[config.mk]
export PLATFORM = sky130hd
export DESIGN_NAME = control_sequencer_flat
export DESIGN_NICKNAME = d
export VERILOG_FILES = /design/src/rtl/cpu_ctrl_pkg.sv /design/src/rtl/control_sequencer_if.sv /design/src/rtl/ir_decoder.sv /design/src/rtl/control_sequencer.sv /design/src/flat_wrapper.sv
export SDC_FILE = /design/constraint.sdc
export NUM_CORES = 1
export LEC_CHECK = 0
export BUFFER_PORTS_ARGS = -buffer_cell sky130_fd_sc_hd__buf_2
export CAP_MARGIN = 10
export CORE_MARGIN = 2
export CORE_UTILIZATION = 41
export DETAILED_ROUTE_END_ITERATION = 10
export PLACE_DENSITY = 0.77
export SLEW_MARGIN = 20
export SYNTH_ARGS = -nofsm -noshare
export SYNTH_HDL_FRONTEND = slang
export SYNTH_SLANG_ARGS = --single-unit
export TNS_END_PERCENT = 50
[constraint.sdc]
create_clock -name Clock -period 1.55 [get_ports Clock]
set_clock_uncertainty 0.05 [all_clocks]
set_input_delay 0.155 -clock Clock [delete_from_list [all_inputs] [get_ports Clock]]
set_output_delay 0.155 -clock Clock [all_outputs]
set_load 0.005 [all_outputs]
[src/rtl/cpu_ctrl_pkg.sv]
// Shared opcodes, FSM states, instruction classes
// and IR field offset helpers for control_sequencer.
package cpu_ctrl_pkg;

  localparam logic [4:0] OP_ADD  = 5'b00011;
  localparam logic [4:0] OP_SUB  = 5'b00100;
  localparam logic [4:0] OP_AND  = 5'b00101;
  localparam logic [4:0] OP_OR   = 5'b00110;
  localparam logic [4:0] OP_SHR  = 5'b00111;
  localparam logic [4:0] OP_SHL  = 5'b01000;
  localparam logic [4:0] OP_MUL  = 5'b01111;
  localparam logic [4:0] OP_DIV  = 5'b10000;
  localparam logic [4:0] OP_NEG  = 5'b10001;
  localparam logic [4:0] OP_NOT  = 5'b10010;
  localparam logic [4:0] OP_NOP  = 5'b11010;
  localparam logic [4:0] OP_HALT = 5'b11011;

  typedef enum logic [3:0] {
    S_IDLE,
    S_T0,
    S_T1,
    S_T2,
    S_T3,
    S_T4,
    S_T5,
    S_T6,
    S_HALT
  } state_e;

  typedef enum logic [2:0] {
    C_BIN,
    C_UNARY,
    C_MULDIV,
    C_NOP,
    C_HALT,
    C_ILL
  } cls_e;

  // Fields are packed directly below the opcode: Ra, Rb, Rc
  function automatic int opc_lsb(int dw, int ow);
    return dw - ow;
  endfunction

  function automatic int ra_lsb(int dw, int ow, int aw);
    return dw - ow - aw;
  endfunction

  function automatic int rb_lsb(int dw, int ow, int aw);
    return dw - ow - 2 * aw;
  endfunction

  function automatic int rc_lsb(int dw, int ow, int aw);
    return dw - ow - 3 * aw;
  endfunction

endpackage

[src/rtl/control_sequencer_if.sv]
// Control strobe bundle between the sequencer
// (master) and the datapath (slave).
interface control_sequencer_if #(
  parameter int DATA_W   = 32,
  parameter int OPC_W    = 5,
  parameter int NUM_REGS = 16
);
  logic                Start;
  logic [DATA_W-1:0]   IR;
  logic                Run;
  logic                Illegal;
  logic                PCout;
  logic                PCin;
  logic                IncPC;
  logic                MARin;
  logic                Read;
  logic                MDRin;
  logic                MDRout;
  logic                IRin;
  logic                Yin;
  logic                ZLowIn;
  logic                ZHighIn;
  logic                Zlowout;
  logic                ZHighout;
  logic                HIin;
  logic                LOin;
  logic [NUM_REGS-1:0] Rin;
  logic [NUM_REGS-1:0] Rout;
  logic [OPC_W-1:0]    ALU_op;

  modport master (
    input  Start, IR,
    output Run, Illegal,
    output PCout, PCin, IncPC, MARin,
    output Read, MDRin, MDRout, IRin, Yin,
    output ZLowIn, ZHighIn, Zlowout, ZHighout,
    output HIin, LOin,
    output Rin, Rout, ALU_op
  );

  modport slave (
    output Start, IR,
    input  Run, Illegal,
    input  PCout, PCin, IncPC, MARin,
    input  Read, MDRin, MDRout, IRin, Yin,
    input  ZLowIn, ZHighIn, Zlowout, ZHighout,
    input  HIin, LOin,
    input  Rin, Rout, ALU_op
  );
endinterface

[src/rtl/ir_decoder.sv]
// Combinational IR decode to class, fields, legality.
// MUL/DIV decode only with CTRL_MULDIV_EN defined.
module ir_decoder
  import cpu_ctrl_pkg::*;
#(
  parameter int DATA_W   = 32,
  parameter int OPC_W    = 5,
  parameter int REG_AW   = 4,
  parameter int NUM_REGS = 16
) (
  input  logic [DATA_W-1:0] ir,
  output logic [OPC_W-1:0]  opc,
  output cls_e              cls,
  output logic [REG_AW-1:0] ra,
  output logic [REG_AW-1:0] rb,
  output logic [REG_AW-1:0] rc,
  output logic              legal
);

  localparam int OL  = opc_lsb(DATA_W, OPC_W);
  localparam int RAL = ra_lsb(DATA_W, OPC_W, REG_AW);
  localparam int RBL = rb_lsb(DATA_W, OPC_W, REG_AW);
  localparam int RCL = rc_lsb(DATA_W, OPC_W, REG_AW);

`ifdef CTRL_MULDIV_EN
  localparam bit MD_EN = 1'b1;
`else
  localparam bit MD_EN = 1'b0;
`endif

  logic ra_ok;
  logic rb_ok;
  logic rc_ok;

  assign opc = ir[OL  +: OPC_W];
  assign ra  = ir[RAL +: REG_AW];
  assign rb  = ir[RBL +: REG_AW];
  assign rc  = ir[RCL +: REG_AW];

  assign ra_ok = 32'(ra) < 32'(NUM_REGS);
  assign rb_ok = 32'(rb) < 32'(NUM_REGS);
  assign rc_ok = 32'(rc) < 32'(NUM_REGS);

  generate
    if (RCL > 0) begin : g_low
      logic unused_low;
      assign unused_low = ^ir[RCL-1:0];
    end
  endgenerate

  always_comb begin
    cls = C_ILL;
    unique case (1'b1)
      opc == OPC_W'(OP_ADD) ||
      opc == OPC_W'(OP_SUB) ||
      opc == OPC_W'(OP_AND) ||
      opc == OPC_W'(OP_OR)  ||
      opc == OPC_W'(OP_SHR) ||
      opc == OPC_W'(OP_SHL):
        cls = C_BIN;
      opc == OPC_W'(OP_NEG) ||
      opc == OPC_W'(OP_NOT):
        cls = C_UNARY;
      MD_EN && (opc == OPC_W'(OP_MUL) ||
                opc == OPC_W'(OP_DIV)):
        cls = C_MULDIV;
      opc == OPC_W'(OP_NOP):
        cls = C_NOP;
      opc == OPC_W'(OP_HALT):
        cls = C_HALT;
      default:
        cls = C_ILL;
    endcase
  end

  // Only fields the class actually reads can make it illegal
  always_comb begin
    legal = 1'b0;
    unique case (cls)
      C_BIN:    legal = ra_ok && rb_ok && rc_ok;
      C_UNARY:  legal = ra_ok && rb_ok;
      C_MULDIV: legal = rb_ok && rc_ok;
      C_NOP:    legal = 1'b1;
      C_HALT:   legal = 1'b1;
      default:  legal = 1'b0;
    endcase
  end

endmodule

[src/rtl/control_sequencer.sv]
// Hardwired Moore control unit for the 3-bus datapath.
// CTRL_MULDIV_EN enables MUL/DIV (T6, HIin, LOin).
module control_sequencer
  import cpu_ctrl_pkg::*;
#(
  parameter int DATA_W   = 32,
  parameter int OPC_W    = 5,
  parameter int REG_AW   = 4,
  parameter int NUM_REGS = 16
) (
  input logic                 Clock,
  input logic                 Clear,
  control_sequencer_if.master bus
);

  state_e            state;
  cls_e              cls_d;
  cls_e              cls_q;
  logic [OPC_W-1:0]  opc_d;
  logic [OPC_W-1:0]  opc_q;
  logic [REG_AW-1:0] ra_d, rb_d, rc_d;
  logic [REG_AW-1:0] ra_q, rb_q, rc_q;
  logic              legal;

  ir_decoder #(
    .DATA_W   (DATA_W),
    .OPC_W    (OPC_W),
    .REG_AW   (REG_AW),
    .NUM_REGS (NUM_REGS)
  ) u_dec (
    .ir    (bus.IR),
    .opc   (opc_d),
    .cls   (cls_d),
    .ra    (ra_d),
    .rb    (rb_d),
    .rc    (rc_d),
    .legal (legal)
  );

  function automatic logic [NUM_REGS-1:0] onehot(
    input logic [REG_AW-1:0] idx
  );
    logic [NUM_REGS-1:0] v;
    v = '0;
    for (int i = 0; i < NUM_REGS; i++)
      v[i] = (32'(idx) == 32'(i));
    return v;
  endfunction

  always_ff @(posedge Clock or posedge Clear) begin
    if (Clear) begin
      state <= S_IDLE;
      cls_q <= C_NOP;
      opc_q <= '0;
      ra_q  <= '0;
      rb_q  <= '0;
      rc_q  <= '0;
    end else begin
      if (state == S_T2) begin
        cls_q <= cls_d;
        opc_q <= opc_d;
        ra_q  <= ra_d;
        rb_q  <= rb_d;
        rc_q  <= rc_d;
      end
      unique case (state)
        S_IDLE, S_HALT:
          if (bus.Start) state <= S_T0;
        S_T0: state <= S_T1;
        S_T1: state <= S_T2;
        S_T2:
          if (!legal || cls_d == C_NOP)
            state <= S_T0;
          else if (cls_d == C_HALT)
            state <= S_HALT;
          else if (cls_d == C_UNARY)
            state <= S_T4;
          else
            state <= S_T3;
        S_T3: state <= S_T4;
        S_T4: state <= S_T5;
        S_T5: begin
`ifdef CTRL_MULDIV_EN
          state <= (cls_q == C_MULDIV) ? S_T6 : S_T0;
`else
          state <= S_T0;
`endif
        end
        S_T6: state <= S_T0;
        default: state <= S_IDLE;
      endcase
    end
  end

  logic t0, t1, t2, t3, t4, t5, t6;
  logic alu_cls;

  assign t0 = state == S_T0;
  assign t1 = state == S_T1;
  assign t2 = state == S_T2;
  assign t3 = state == S_T3;
  assign t4 = state == S_T4;
  assign t5 = state == S_T5;
  assign t6 = state == S_T6;
  assign alu_cls = cls_q == C_BIN || cls_q == C_UNARY;

  assign bus.Run = t0 | t1 | t2 | t3 | t4 | t5 | t6;
  assign bus.Illegal = t2 && !legal;
  assign bus.PCout = t0;
  assign bus.MARin = t0;
  assign bus.IncPC = t0;
  assign bus.PCin = t0;
  assign bus.Read = t1;
  assign bus.MDRin = t1;
  assign bus.MDRout = t2;
  assign bus.IRin = t2;
  assign bus.Yin = t3;
  assign bus.ZLowIn = t4;
  assign bus.ZHighIn = t4;
  assign bus.Zlowout = t5;
  assign bus.ZHighout = t6;
  assign bus.ALU_op = t4 ? opc_q : '0;

`ifdef CTRL_MULDIV_EN
  assign bus.LOin = t5 && cls_q == C_MULDIV;
  assign bus.HIin = t6;
`else
  assign bus.LOin = 1'b0;
  assign bus.HIin = 1'b0;
`endif

  // Unary ops drive their single source (Rb) in T4
  assign bus.Rout =
    t3 ? onehot(rb_q) :
    t4 ? onehot(cls_q == C_UNARY ? rb_q : rc_q) :
    '0;
  assign bus.Rin =
    (t5 && alu_cls) ? onehot(ra_q) : '0;

endmodule

[src/flat_wrapper.sv]
// flat-port wrapper written by rule: the top's interface ports become plain ports
module control_sequencer_flat import cpu_ctrl_pkg::*;
#(
  parameter int DATA_W   = 32,
  parameter int OPC_W    = 5,
  parameter int REG_AW   = 4,
  parameter int NUM_REGS = 16
)
  (Clock, Clear, bus_Start, bus_IR, bus_Run, bus_Illegal, bus_PCout, bus_PCin, bus_IncPC, bus_MARin, bus_Read, bus_MDRin, bus_MDRout, bus_IRin, bus_Yin, bus_ZLowIn, bus_ZHighIn, bus_Zlowout, bus_ZHighout, bus_HIin, bus_LOin, bus_Rin, bus_Rout, bus_ALU_op);
  control_sequencer_if #(.DATA_W(DATA_W), .OPC_W(OPC_W), .NUM_REGS(NUM_REGS)) bus_i ();
  input logic Clock;
  input logic Clear;
  input wire logic [$bits(bus_i.Start)-1:0] bus_Start;
  input wire logic [$bits(bus_i.IR)-1:0] bus_IR;
  output wire logic [$bits(bus_i.Run)-1:0] bus_Run;
  output wire logic [$bits(bus_i.Illegal)-1:0] bus_Illegal;
  output wire logic [$bits(bus_i.PCout)-1:0] bus_PCout;
  output wire logic [$bits(bus_i.PCin)-1:0] bus_PCin;
  output wire logic [$bits(bus_i.IncPC)-1:0] bus_IncPC;
  output wire logic [$bits(bus_i.MARin)-1:0] bus_MARin;
  output wire logic [$bits(bus_i.Read)-1:0] bus_Read;
  output wire logic [$bits(bus_i.MDRin)-1:0] bus_MDRin;
  output wire logic [$bits(bus_i.MDRout)-1:0] bus_MDRout;
  output wire logic [$bits(bus_i.IRin)-1:0] bus_IRin;
  output wire logic [$bits(bus_i.Yin)-1:0] bus_Yin;
  output wire logic [$bits(bus_i.ZLowIn)-1:0] bus_ZLowIn;
  output wire logic [$bits(bus_i.ZHighIn)-1:0] bus_ZHighIn;
  output wire logic [$bits(bus_i.Zlowout)-1:0] bus_Zlowout;
  output wire logic [$bits(bus_i.ZHighout)-1:0] bus_ZHighout;
  output wire logic [$bits(bus_i.HIin)-1:0] bus_HIin;
  output wire logic [$bits(bus_i.LOin)-1:0] bus_LOin;
  output wire logic [$bits(bus_i.Rin)-1:0] bus_Rin;
  output wire logic [$bits(bus_i.Rout)-1:0] bus_Rout;
  output wire logic [$bits(bus_i.ALU_op)-1:0] bus_ALU_op;
  assign bus_i.Start = bus_Start;
  assign bus_i.IR = bus_IR;
  assign bus_Run = bus_i.Run;
  assign bus_Illegal = bus_i.Illegal;
  assign bus_PCout = bus_i.PCout;
  assign bus_PCin = bus_i.PCin;
  assign bus_IncPC = bus_i.IncPC;
  assign bus_MARin = bus_i.MARin;
  assign bus_Read = bus_i.Read;
  assign bus_MDRin = bus_i.MDRin;
  assign bus_MDRout = bus_i.MDRout;
  assign bus_IRin = bus_i.IRin;
  assign bus_Yin = bus_i.Yin;
  assign bus_ZLowIn = bus_i.ZLowIn;
  assign bus_ZHighIn = bus_i.ZHighIn;
  assign bus_Zlowout = bus_i.Zlowout;
  assign bus_ZHighout = bus_i.ZHighout;
  assign bus_HIin = bus_i.HIin;
  assign bus_LOin = bus_i.LOin;
  assign bus_Rin = bus_i.Rin;
  assign bus_Rout = bus_i.Rout;
  assign bus_ALU_op = bus_i.ALU_op;
  control_sequencer #(.DATA_W(DATA_W), .OPC_W(OPC_W), .REG_AW(REG_AW), .NUM_REGS(NUM_REGS)) u_core (.Clock(Clock), .Clear(Clear), .bus(bus_i));
endmodule
==> impl_results.html <==
<table>
<tr><th>Metric</th><th>Value</th></tr>
<tr><th colspan="2">Logic synthesis</th></tr>
<tr><td>Sequential-to-total area share from yosys stat</td><td>35.6%</td></tr>
<tr><td>Post-synthesis register bit count</td><td>24</td></tr>
<tr><td>Share of flip-flops with an asynchronous set or reset after synthesis</td><td>100%</td></tr>
<tr><td>Synth Instances</td><td>about 220</td></tr>
<tr><td>Total standard cell area after synthesis</td><td>between 0.0015 and 0.002 mm^2</td></tr>
<tr><td>Area leader, netlist</td><td>sky130_fd_sc_hd__dfrtp_1</td></tr>
<tr><td>Synth area leaders</td><td>sky130_fd_sc_hd__dfrtp_1, sky130_fd_sc_hd__nand2_1, sky130_fd_sc_hd__o22ai_1</td></tr>
<tr><td>Syn avg cell area</td><td>7.56 um^2</td></tr>
<tr><td>Distinct cell type count after synthesis</td><td>46</td></tr>
<tr><td>Most frequently used flop master after synthesis</td><td>sky130_fd_sc_hd__dfrtp_1</td></tr>
<tr><td>Proportion of netlist area held by the largest area contributor</td><td>32.5%</td></tr>
<tr><td>Number of enable flip-flop cells after synthesis</td><td>0</td></tr>
<tr><td>Total number of yosys warnings</td><td>0</td></tr>
<tr><th colspan="2">Power and ir drop</th></tr>
<tr><td>P_leak</td><td>1.26 nW</td></tr>
<tr><td>Maximum vdd drop</td><td>824 uV</td></tr>
<tr><td>Power per unit of standard cell area</td><td>1740 mW/mm^2</td></tr>
<tr><td>Final Total Pwr</td><td>4.42 mW</td></tr>
<tr><th colspan="2">Die</th></tr>
<tr><td>FP Rows</td><td>23</td></tr>
<tr><td>Placeable core region</td><td>between 0.004 and 0.005 mm^2</td></tr>
<tr><td>Die ar.</td><td>0.00466 mm^2</td></tr>
<tr><td>Overall die height</td><td>68.3 um</td></tr>
<tr><td>Number of top-level design ports</td><td>89</td></tr>
<tr><td>Overall die width</td><td>between 60 and 70 um</td></tr>
<tr><td>Initial core utilization</td><td>~42%</td></tr>
<tr><th colspan="2">Outcome</th></tr>
<tr><td>Status</td><td>finished, violations left</td></tr>
<tr><td>Violated checks</td><td>setup timing</td></tr>
<tr><th colspan="2">Setup path</th></tr>
<tr><td>Setup crit start</td><td>u_core.cls_q[0]</td></tr>
<tr><td>R2R Path End</td><td>u_core.state[3]</td></tr>
<tr><td>Maximum fanout count along the critical path</td><td>8</td></tr>
<tr><td>Largest stage delay on the critical path</td><td>540 ps</td></tr>
<tr><td>Critical path's slowest cell</td><td>sky130_fd_sc_hd__dfstp_2</td></tr>
<tr><td>Data required time at the worst endpoint</td><td>1340 ps</td></tr>
<tr><td>Startpoint Class</td><td>flip-flop</td></tr>
<tr><td>Worst path cell trace</td><td>or3b_4 &gt; buf_12 &gt; o21ai_1 &gt; o21ai_4 &gt; o22ai_1 &gt; buf_2</td></tr>
<tr><td>CP arrival</td><td>~2000 ps</td></tr>
<tr><td>Setup crit end kind</td><td>output pin</td></tr>
<tr><td>Reg-to-reg critical path startpoint</td><td>u_core.state[1]</td></tr>
<tr><td>Minimum setup slack among reg-to-reg paths</td><td>roughly 40 ps</td></tr>
<tr><td>Worst r2r path cells</td><td>3</td></tr>
<tr><td>Classification of the worst setup path</td><td>reg2out</td></tr>
<tr><td>Setup crit end</td><td>bus_Rout[12]</td></tr>
<tr><th colspan="2">Final layout</th></tr>
<tr><td>Share of the core filled with cells</td><td>63.3%</td></tr>
<tr><td>Layout Area Growth over Synthesis</td><td>49.6%</td></tr>
<tr><td>Commonest cells after routing, fill and taps aside</td><td>sky130_fd_sc_hd__buf_2, sky130_fd_sc_hd__nand2_1, sky130_fd_sc_hd__buf_4</td></tr>
<tr><td>Layout filler cell count</td><td>350</td></tr>
<tr><td>Cell Count, Final, Fillers Out</td><td>360</td></tr>
<tr><td>Number of diodes</td><td>0</td></tr>
<tr><td>Fraction of layout instances using a drive strength above 1</td><td>47.7%</td></tr>
<tr><td>Cell area after layout</td><td>0.00253 mm^2</td></tr>
<tr><td>Commonest non-fill, non-tap cell in the layout</td><td>sky130_fd_sc_hd__buf_2</td></tr>
<tr><td>Layout net count</td><td>346</td></tr>
<tr><th colspan="2">Placement</th></tr>
<tr><td>Number of I/O port buffers</td><td>71</td></tr>
<tr><td>Detailed Place HPWL</td><td>3470 um</td></tr>
<tr><td>Setup slack after placement</td><td>-327 ps</td></tr>
<tr><td>Total placed cells including tap cells</td><td>351</td></tr>
<tr><td>Instance area after placement</td><td>around 0.0022 mm^2</td></tr>
<tr><td>Routability congestion estimate</td><td>0.921</td></tr>
<tr><th colspan="2">Global route</th></tr>
<tr><td>GR Overflow Total</td><td>0</td></tr>
<tr><td>GRT Total Usage</td><td>22.0%</td></tr>
<tr><td>Initial antenna violation count</td><td>0</td></tr>
<tr><td>First-pass GRT wire length</td><td>around 7800 um</td></tr>
<tr><td>Via count of the first global-routing pass</td><td>1712</td></tr>
<tr><td>Largest net degree at the start of global routing</td><td>25</td></tr>
<tr><th colspan="2">Min path</th></tr>
<tr><td>Hold path startpoint</td><td>bus_IR[20]</td></tr>
<tr><td>Type of the tightest min-delay check</td><td>in2reg</td></tr>
<tr><th colspan="2">Clocking</th></tr>
<tr><td># H-tree levels</td><td>1</td></tr>
<tr><td># clock sinks</td><td>24</td></tr>
<tr><td>TritonCTS clock tree</td><td>yes</td></tr>
<tr><td>Maximum number of buffers from clock root to sink</td><td>2</td></tr>
<tr><td>Root Driver</td><td>sky130_fd_sc_hd__clkbuf_8</td></tr>
<tr><td>Clock buffers created by TritonCTS</td><td>3</td></tr>
<tr><td>Worst skew pair latency</td><td>260 ps</td></tr>
<tr><td>Reg clk slew, reported paths</td><td>90 ps</td></tr>
<tr><th colspan="2">Routing</th></tr>
<tr><td>Total DRC errors in the routed layout</td><td>0</td></tr>
<tr><td>Detailed router's first-iteration violation count</td><td>209</td></tr>
<tr><td>Routed wire length</td><td>between 4000 and 5000 um</td></tr>
<tr><td>Via count</td><td>1904</td></tr>
<tr><td>Mean routed wirelength per cell</td><td>13.7 um</td></tr>
<tr><td>Average vias per placed instance</td><td>roughly 5.3</td></tr>
<tr><td>Count of nets left with antenna violations after detail routing</td><td>0</td></tr>
<tr><td>First drt pass iteration count</td><td>4</td></tr>
<tr><th colspan="2">STA</th></tr>
<tr><td>Sum of negative setup slack</td><td>-13790 ps</td></tr>
<tr><td>Final hold violations</td><td>0</td></tr>
<tr><td>Max-slew violations</td><td>0</td></tr>
<tr><td>Time the final worst path needs with I/O delays and setup</td><td>2170 ps</td></tr>
<tr><td>Setup-violating endpoint count in the final report</td><td>40</td></tr>
<tr><td>Unrepaired setup endpoints after global routing</td><td>yes</td></tr>
<tr><td>WHS</td><td>26.5 ps</td></tr>
<tr><td>Share of the clock period used by the worst path</td><td>140%</td></tr>
<tr><td>F_max</td><td>around 0.46 GHz</td></tr>
<tr><td>PnR worst setup slack</td><td>-621 ps</td></tr>
<tr><th colspan="2">Run</th></tr>
<tr><td>Max-capacitance violation count</td><td>0</td></tr>
</table>
state kept, by name, summed over array words and instances (netlist names):
name / count
u_core.opc_q: 5
u_core.cls_q: 3
u_core.rc_q: 4
u_core.rb_q: 4
u_core.ra_q: 4
u_core.state: 4
how the worst min path moves through the flow:
stage | end | slack (ps) | depth (start not counted)
floorplan | u_core.cls_q[2] | 120 | 1
global placement | u_core.ra_q[0] | 160 | 3
detailed placement | u_core.ra_q[1] | 160 | 3
CTS | u_core.rb_q[1] | 20 | 3
global route | u_core.ra_q[3] | 30 | 3
finish | u_core.rb_q[1] | 30 | 3
cells by family after synthesis:
logic type | count (synthesis) | synth area share, %
AO/OA/AOI/OAI | 45 | 16.3
other | 1 | 0.221
flip-flops | 24 | 35.6
buffers and inverters | 27 | 9.31
AND/OR/NAND/NOR | 127 | 38.6
cell usage after synthesis, drive strengths merged, types with 2 or more instances:
| cell | count |
|---|---|
| a21oi | 4 |
| a31oi | 4 |
| and2 | 5 |
| and3 | 2 |
| buf | 19 |
| clkbuf | 2 |
| dfrtp | 22 |
| dfstp | 2 |
| inv | 6 |
| nand2 | 56 |
| nand2b | 8 |
| nand3b | 2 |
| nand4b | 2 |
| nor2 | 23 |
| nor3 | 9 |
| nor3b | 7 |
| o21ai | 13 |
| o22ai | 16 |
| o31ai | 2 |
| or2 | 3 |
| or3 | 2 |
worst max-delay path, delay by kind of cell, from the launching register on:
family / cells / cell delay, ps
flops: 1 / 540
buf+inv: 2 / 310
compound gates: 3 / 440
simple gates: 1 / 410
where the power goes:
part | internal [mW] | switching [mW] | leakage, nW
combinational | 1.23 | 1.31 | 0.929
sequential | 0.933 | 0.389 | 0.292
clock | 0.345 | 0.205 | 0.0357
total | 2.51 | 1.90 | 1.26
metal layers:
metal  vias to the layer above  track usage, %  share of wire, %
li1                        932               -                 -
met1                       889            26.8                42
met2                        77            38.6                50
met3                         6            4.44               6.5
met4                         0            7.00               1.5
met5                         -               0                 0
layout make-up:
| class | count | area (um^2) | area share [%] |
|---|---|---|---|
| multi-input cells | 174 | 1130 | 44.5 |
| repair buffers | 102 | 642 | 25.3 |
| flip-flops and latches | 24 | 604 | 23.9 |
| well taps | 50 | 62.6 | 2.47 |
| clock buffers | 3 | 41.3 | 1.63 |
| clock inverters | 1 | 30.0 | 1.19 |
| inverters | 6 | 25.0 | 0.988 |
timing repair:
action                                  in CTS  in global routing
gates resized for setup                     23                 25
hold endpoints to repair                    22                  0
endpoints found under the setup margin      46                 52
hold buffers                                 1                  0
buffers inserted                             4                  0
pin swaps                                   16                 15
Note: power is estimated with default switching activity, not from simulation.
